--- src/rtl/cgra_ctrl_pkg.sv ---
// Shared definitions for CGRA launch control: FSM encoding and default sizing.
// Kept separate so a multi-kernel sequencer can reuse the same state view.
package cgra_ctrl_pkg;

    typedef enum logic [1:0] {
        ST_IDLE    = 2'd0,
        ST_REQ     = 2'd1,
        ST_RELEASE = 2'd2,
        ST_ERR     = 2'd3
    } ctrl_state_e;

    localparam int unsigned DEF_CNT_WIDTH = 32;
    localparam logic [31:0] DEF_TIMEOUT   = 32'd1000000;
    localparam int unsigned DEF_RUN_WIDTH = 16;

    function automatic logic is_busy(input ctrl_state_e s);
        return s != ST_IDLE;
    endfunction

endpackage

--- src/rtl/cgra_sat_counter.sv ---
// Saturating up-counter with synchronous load-to-one and a terminal-value compare.
// A TERM of zero disables the terminal compare entirely.
module cgra_sat_counter #(
    parameter int unsigned       WIDTH = 32,
    parameter logic [WIDTH-1:0]  TERM  = '0
) (
    input  logic             clk,
    input  logic             rst,
    input  logic             load,
    input  logic             inc,
    output logic [WIDTH-1:0] cnt,
    output logic             at_max,
    output logic             at_term
);

    assign at_max  = &cnt;
    assign at_term = (TERM != '0) && (cnt == TERM);

    always_ff @(posedge clk or posedge rst) begin
        if (rst)
            cnt <= '0;
        else if (load)
            cnt <= WIDTH'(1);
        else if (inc && !at_max)
            cnt <= cnt + WIDTH'(1);
    end

endmodule

--- src/rtl/cgra_launch_ctrl.sv ---
// Host-side four-phase initiator for the CGRA Computation_Start/Computation_Done
// handshake, with latency measurement, run counting, timeout and protocol guard.
module cgra_launch_ctrl
    import cgra_ctrl_pkg::*;
#(
    parameter int unsigned CNT_WIDTH = DEF_CNT_WIDTH,
    parameter logic [31:0] TIMEOUT   = DEF_TIMEOUT,
    parameter int unsigned RUN_WIDTH = DEF_RUN_WIDTH
) (
    input  logic                 Clk,
    input  logic                 Rst,
    input  logic                 Launch,
    input  logic                 Abort,
    input  logic                 Clear,
    output logic                 Computation_Start,
    input  logic                 Computation_Done,
    output logic                 Busy,
    output logic                 Done_Pulse,
    output logic                 Timeout,
    output logic                 Proto_Err,
    output logic [CNT_WIDTH-1:0] Cycle_Count,
    output logic [RUN_WIDTH-1:0] Run_Count
);

    ctrl_state_e          state;
    logic                 done_q;
    logic                 cnt_load;
    logic                 cnt_max;
    logic                 cnt_term;
    logic [CNT_WIDTH-1:0] cnt;

    // Counter reads 1 during the first REQ cycle, so it tracks REQ cycles elapsed.
    assign cnt_load = (state == ST_IDLE) && Launch && !done_q;
    assign Busy     = is_busy(state);

    cgra_sat_counter #(
        .WIDTH (CNT_WIDTH),
        .TERM  (CNT_WIDTH'(TIMEOUT))
    ) u_lat_cnt (
        .clk     (Clk),
        .rst     (Rst),
        .load    (cnt_load),
        .inc     (state == ST_REQ),
        .cnt     (cnt),
        .at_max  (cnt_max),
        .at_term (cnt_term)
    );

    always_ff @(posedge Clk or posedge Rst) begin
        if (Rst)
            done_q <= 1'b0;
        else
            done_q <= Computation_Done;
    end

    always_ff @(posedge Clk or posedge Rst) begin
        if (Rst) begin
            state             <= ST_IDLE;
            Computation_Start <= 1'b0;
            Done_Pulse        <= 1'b0;
            Timeout           <= 1'b0;
            Proto_Err         <= 1'b0;
            Cycle_Count       <= '0;
            Run_Count         <= '0;
        end else begin
            Done_Pulse <= 1'b0;
            case (state)
                ST_IDLE: begin
                    if (Launch) begin
                        if (done_q) begin
                            Proto_Err <= 1'b1;
                            state     <= ST_ERR;
                        end else begin
                            Computation_Start <= 1'b1;
                            state             <= ST_REQ;
                        end
                    end
                end
                ST_REQ: begin
                    // done_q lags the raw input by one edge, hence the minus one.
                    if (done_q) begin
                        Cycle_Count       <= cnt_max ? cnt : cnt - CNT_WIDTH'(1);
                        Computation_Start <= 1'b0;
                        state             <= ST_RELEASE;
                    end else if (Abort) begin
                        Computation_Start <= 1'b0;
                        state             <= ST_ERR;
                    end else if (cnt_term) begin
                        Timeout           <= 1'b1;
                        Computation_Start <= 1'b0;
                        state             <= ST_ERR;
                    end
                end
                ST_RELEASE: begin
                    if (!done_q) begin
                        Done_Pulse <= 1'b1;
                        Run_Count  <= Run_Count + RUN_WIDTH'(1);
                        state      <= ST_IDLE;
                    end
                end
                ST_ERR: begin
                    if (Clear && !done_q) begin
                        Timeout   <= 1'b0;
                        Proto_Err <= 1'b0;
                        state     <= ST_IDLE;
                    end
                end
                default: begin
                    Computation_Start <= 1'b0;
                    state             <= ST_IDLE;
                end
            endcase
        end
    end

endmodule

--- config.mk ---
export PLATFORM = sky130hd
export DESIGN_NAME = cgra_launch_ctrl
export DESIGN_NICKNAME = d
export VERILOG_FILES = /design/src/rtl/cgra_ctrl_pkg.sv /design/src/rtl/cgra_sat_counter.sv /design/src/rtl/cgra_launch_ctrl.sv
export SDC_FILE = /design/constraint.sdc
export NUM_CORES = 1
export LEC_CHECK = 0
export ABC_AREA = 1
export CORE_MARGIN = 2
export CORE_UTILIZATION = 40
export CTS_BUF_LIST = sky130_fd_sc_hd__clkbuf_8
export DETAILED_ROUTE_END_ITERATION = 12
export PLACE_DENSITY = 0.61
export SLEW_MARGIN = 20
export SYNTH_ARGS = -nofsm -noshare
export SYNTH_HDL_FRONTEND = slang
export SYNTH_SLANG_ARGS = --single-unit
--- constraint.sdc ---
create_clock -name Clk -period 3.4 [get_ports Clk]
set_input_delay 0.51 -clock Clk [delete_from_list [all_inputs] [get_ports Clk]]
set_output_delay 0.51 -clock Clk [all_outputs]
set_load 0.005 [all_outputs]
# Yosys cells after proc, flatten, opt, wreduce, memory -nomap -nowiden

Index checks and enable logic that the tools add are counted.

Add/subtract/negate cells: 3
Equality and inequality tests: 13
Multiplexer cells: 27
Bitwise logic cells: 1
Reductions and logical operators: 19

Operator list:

| kind                                                                     | number |
|---|---|
| 32-bit two-way mux                                                       | 3 |
| 32-bit by 1-bit adder with 32-bit output (second input constant)         | 1 |
| 32-bit by 20-bit equality test with 1-bit output (second input constant) | 1 |
| 32-bit AND reduction                                                     | 1 |
| 32-bit by 1-bit subtractor with 32-bit output (second input constant)    | 1 |
| 16-bit by 1-bit adder with 16-bit output (second input constant)         | 1 |
| 2-bit inequality test (second input constant)                            | 8 |
| 2-bit two-way mux                                                        | 7 |
| 1-bit two-way mux                                                        | 13 |
| 4-bit AND reduction                                                      | 3 |
| 2-bit nonzero test                                                       | 5 |
| 2-bit case mux with 4 select lines                                       | 1 |
| 1-bit case mux with 2 select lines                                       | 3 |
| 5-bit AND reduction                                                      | 1 |
| 2-bit equality test (second input constant)                              | 2 |
| 1-bit logical AND                                                        | 4 |
| 4-bit inequality test (second input constant)                            | 1 |
| 2-bit AND reduction                                                      | 2 |
| 2-bit by 1-bit equality test with 1-bit output (second input constant)   | 1 |
| 1-bit logical NOT                                                        | 2 |
| 2-bit logical NOT                                                        | 1 |
| 1-bit inverter                                                           | 1 |

Register bits after elaboration: 87
Input port bits: 6
Output and inout port bits: 53
Logic and storage cells: 72

# Logic depth before layout (Yosys ltp)

Depth in word-level cells: 5
Depth in mapped cells: 12
Mapped depth without buffers: 11

# Hierarchy

A second synthesis with hierarchy kept.

Cells, all modules: 819
Area, all modules: 5574.1 µm²

Modules (own cells, without submodules):

| module           | times used | cells an instance | area each (µm²) |
|---|---|---|---|
| cgra_launch_ctrl | 1          | 445               | 3223.1 |
| cgra_sat_counter | 1          | 374               | 2351.0 |

# Worst setup path before layout

Ideal clock, no wire load.

Path kind: register to register
Start point: register u_lat_cnt.cnt[1]
End point: register u_lat_cnt.cnt[0]
Library setup time: 0.117 ns
Arrival: 1.542 ns
Required time: 3.283 ns
Path slack: 1.742 ns
Cell stages (with the launch flop): 12
Clock period less this slack: 1.658 ns
Cells stage by stage: dfrtp_1 > ha_1 > nand2_1 > nor2_4 > nand2_4 > nor2_8 > nand2_4 > nand2_4 > nand2_4 > buf_2 > nor2_1 > nor2_1

Word-level cells in the longest chain between the ends: 4

RTL lines:

| element                             | line                   | source |
|---|---|---|
| start: declaration                  | cgra_sat_counter.sv:11 | `output logic [WIDTH-1:0] cnt,` |
| start signal: assignment            | cgra_sat_counter.sv:25 | `cnt <= cnt + WIDTH'(1);` |
| 32-bit AND reduction                | cgra_sat_counter.sv:16 | `assign at_max = &cnt;` |
| 1-bit logical NOT                   | cgra_sat_counter.sv:24 | `else if (inc && !at_max)` |
| 1-bit logical AND                   | cgra_sat_counter.sv:24 |  |
| 2-bit nonzero test (no source line) | n/a                    |  |

No other way between the ends.
A chain may end at the register's enable or synchronous reset.

# Worst setup path after layout

Start point: input Launch
End point: register u_lat_cnt.cnt[13]

Word-level cells in the longest chain between the ends: 3
Elaborated cells on any way between the ends: 4
Those cells by class: mux (1); reduce/logical (3)

RTL lines:

| element                                                         | line                   | source |
|---|---|---|
| start: declaration                                              | cgra_launch_ctrl.sv:12 | `input logic Launch,` |
| 1-bit logical AND * (2 in series)                               | cgra_launch_ctrl.sv:33 | `assign cnt_load = (state == ST_IDLE) && Launch && !done_q;` |
| 32-bit two-way mux / 2-bit nonzero test (equally long branches) | n/a                    |  |

Mark *: on every way between the ends. The rest lies on a longest branch, timed or not.

==> metrics.csv <==
metric,value,unit
"Cell Area, Synth",5400,um2
"delay-heaviest family, CP",buffers and inverters,
status,completed,
Final nets,833,
Slowest Stage Delay on Critical Path,0.49,ns
HPWL after detailed placement,11500,um
sw power,1700,uW
Via density,4.98,
CTS tree,yes,
Post-route DRC,0,
initial core utilization,40.9,%
global route overflow,0,
"critical path, cell by cell",clkdlybuf4s50_1 -> inv_1 -> nor3_4 -> inv_2 -> nand2_4 -> clkinv_2 -> nand2_1 -> nand2_1,
syn_area_per_cell,6.90,um2
routability cong.,0.932,
Post-DRT Antenna Nets,0,
pwr/cell area,660,nW/um2
RSZ-0062 raised after global routing,false,
peak supply drop,0.369,mV
Design Power,4160,uW
Die W,120,um
"wirelength, routed",15100,um
GRT Total Usage,22.2,%
post_cts resized,0,
fin crit share,66.9,%
setup TNS,0,ns
largest net degree at the start of global routing,88,
Sw Share,40.8,%
internal power,2470,uW
number of synthesized register bits,87,
Crit Path Max Fanout,25,
f_max,440,MHz
"Seq/Total Area, Yosys",40.3,%
num rows,42,
"Setup violations, final",0,
Most common cell on crit path,nand2_1,
Die Span Y,120,um
Max Cap Viol,0,
Mapped Nets,792,
Cell variety after synth,34,
Worst Path Buf+Inv,4,
initial antenna violation count,0,
"Arr. time, crit path",2.54,ns
CTS Buffer Depth,2,
CTS root buffer,clkbuf_8,
min cycle time layout,2.27,ns
vias in the first global route,4775,
DR iter-0 viols,285,
Leak,0.00309,uW
Antenna diodes,0,
Final Skew,0.0114,ns
Final Hold Viols,0,
hold_buf cts,0,
buffers added on ports,58,
YS warnings,0,
Worst-path clk slew,0.09,ns
sequential power share,36.8,%
critical path class,in2reg,
share of cells above drive strength 1,5.43,%
Layout area overhead,16.8,%
CP max stage cell,clkdlybuf4s50_1,
Mapped Cells,782,
core area,13200,um2
H-tree levels,3,
Crit. End Element,register,
Worst-Margin Slew,0.555,ns
worst reg-to-reg setup slack,1.17,ns
Hold Path Class,reg2reg,
Clock Latency Late Sink,0.38,ns
WL/cell,15.0,um
clock share of power,20.1,%
Combinational Power Share,43.1,%
drt first pass iters,7,
DIE AREA,14400,um2
I/O pin count,59,
CTS sink cnt,87,
global-route wire length before repair,24800,um
Max Slew Vio Count,0,
headroom to the max-slew limit,62.8,%
total number of vias,5003,
CP required,3.66,ns
Num CTS Buffers,9,
# Post-CTS Setup Buffers,0,
Critical Path Source Type,primary input,
-- cells in the final DEF (no fill, tap or decap) --
cell,instances
nand3b_1,1
nor3_4,1
nand2_2,2
clkinv_2,2
buf_12,1
nor2_8,1
o21ai_1,6
o31ai_1,2
bufinv_16,2
nand2_4,4
nor3_1,6
ha_1,4
clkbuf_8,10
o21bai_1,2
inv_6,1
clkinvlp_4,2
nor2_4,4
inv_1,55
nand3_2,1
nand4_1,24
nor2_2,3
inv_2,5
o21a_1,1
dfrtp_1,87
o22ai_1,1
or2_2,3
xor2_1,36
clkinv_1,1
nor2_1,123
nand3_1,55
a21oi_1,3
buf_4,2
nand2_1,284
o21ai_0,27
clkinv_4,1
and2_1,1
xnor2_1,6
clkdlybuf4s50_1,58
-- cells in the mapped netlist, drive strengths merged --
cell type | instances | area share (%)
o31ai | 2 | 0.28
nand2 | 290 | 21
nand3b | 1 | 0.14
nand4 | 24 | 2.8
and2 | 1 | 0.12
o22ai | 1 | 0.12
buf | 23 | 2.4
nand3 | 56 | 5.3
nor3 | 7 | 0.86
clkbuf | 8 | 0.58
ha | 4 | 0.93
o21ai | 33 | 3.1
xnor2 | 6 | 0.97
inv | 61 | 4.2
nor2 | 131 | 10
o21bai | 2 | 0.28
a21oi | 3 | 0.28
xor2 | 36 | 5.8
clkinv | 2 | 0.16
o21a | 1 | 0.14
dfrtp | 87 | 40
or2 | 3 | 0.35
-- worst paths after layout --
path                           startpoint                 to  cells after the start
max                                Launch  u_lat_cnt.cnt[13]                      8
min                        Cycle_Count[0]     Cycle_Count[0]                      2
max reg2reg                      state[1]  u_lat_cnt.cnt[13]                      8
min reg2reg                Cycle_Count[0]     Cycle_Count[0]                      2
max in group asynchronous             Rst  u_lat_cnt.cnt[11]                      3
min in group asynchronous             Rst      Run_Count[13]                      3
-- metrics by stage --
stage          instances  setup WS, ns  utilization (%)  area, um2  hold slack, ns
2_1_floorplan        782         0.640                -       5400           0.464
3_3_place_gp         988         0.799             46.1       6080           0.464
3_5_place_dp         988         0.757             46.1       6080           0.467
4_1_cts             1004          1.16             47.8       6310           0.491
5_1_grt             1004         0.915             47.8       6310           0.507
6_report            1004          1.13             47.8       6310           0.485
-- power by group through the flow --
stage / combinational (uW) / clock [uW] / sequential (uW)
after floorplan: 1200 / 0 / 1450
after global placement: 1780 / 0 / 1540
after detailed placement: 1800 / 0 / 1550
after CTS: 1810 / 864 / 1530
after global routing: 2020 / 893 / 1570
final: 1790 / 838 / 1530
-- final cells by class --
class / instances / area, um2
Clock buffer: 10 / 138
Clock inverter: 6 / 92.6
Fill cell: 1357 / 6880
Inverter: 63 / 239
Multi-Input combinational cell: 601 / 2830
Sequential cell: 87 / 2180
Tap cell: 176 / 220
Timing Repair Buffer: 61 / 616
-- flip-flops by register name, indices dropped and copies added, names as in the netlist --
register	count
Run_Count	16
Done_Pulse	1
Computation_Start	1
Timeout	1
u_lat_cnt.cnt	32
Proto_Err	1
state	2
done_q	1
Cycle_Count	32
-- layer usage --
| layer | global-route usage [%] | wire [um] | vias up |
|---|---|---|---|
| met4 | 7.43 | 382 | 0 |
| met1 | 29.1 | 6850 | 2324 |
| li1 | - | - | 2532 |
| met5 | 0 | 0 | - |
| met2 | 35.8 | 7060 | 128 |
| met3 | 5.52 | 806 | 19 |
-- worst reg2reg max path: stages, from the launching register on --
cell and delay (ns):
dfrtp_1 0.49, nor2_1 0.16, inv_2 0.08, nor3_4 0.30, inv_2 0.32, nand2_4 0.27
clkinv_2 0.29, nand2_1 0.15, nand2_1 0.06
-- logic make-up (layout without fill, tap and decap cells) --
family | after synthesis | count (layout) | share of synthesized area (%)
adders and majority gates | 4 | 4 | 0.927
DFF | 87 | 87 | 40.3
xor gates and xnor gates | 42 | 42 | 6.81
and+or+nand+nor | 513 | 513 | 40.4
AOI/OAI and AO/OA | 42 | 42 | 4.15
buffers and inverters | 94 | 140 | 7.35
(Power assumes the default switching activity.)
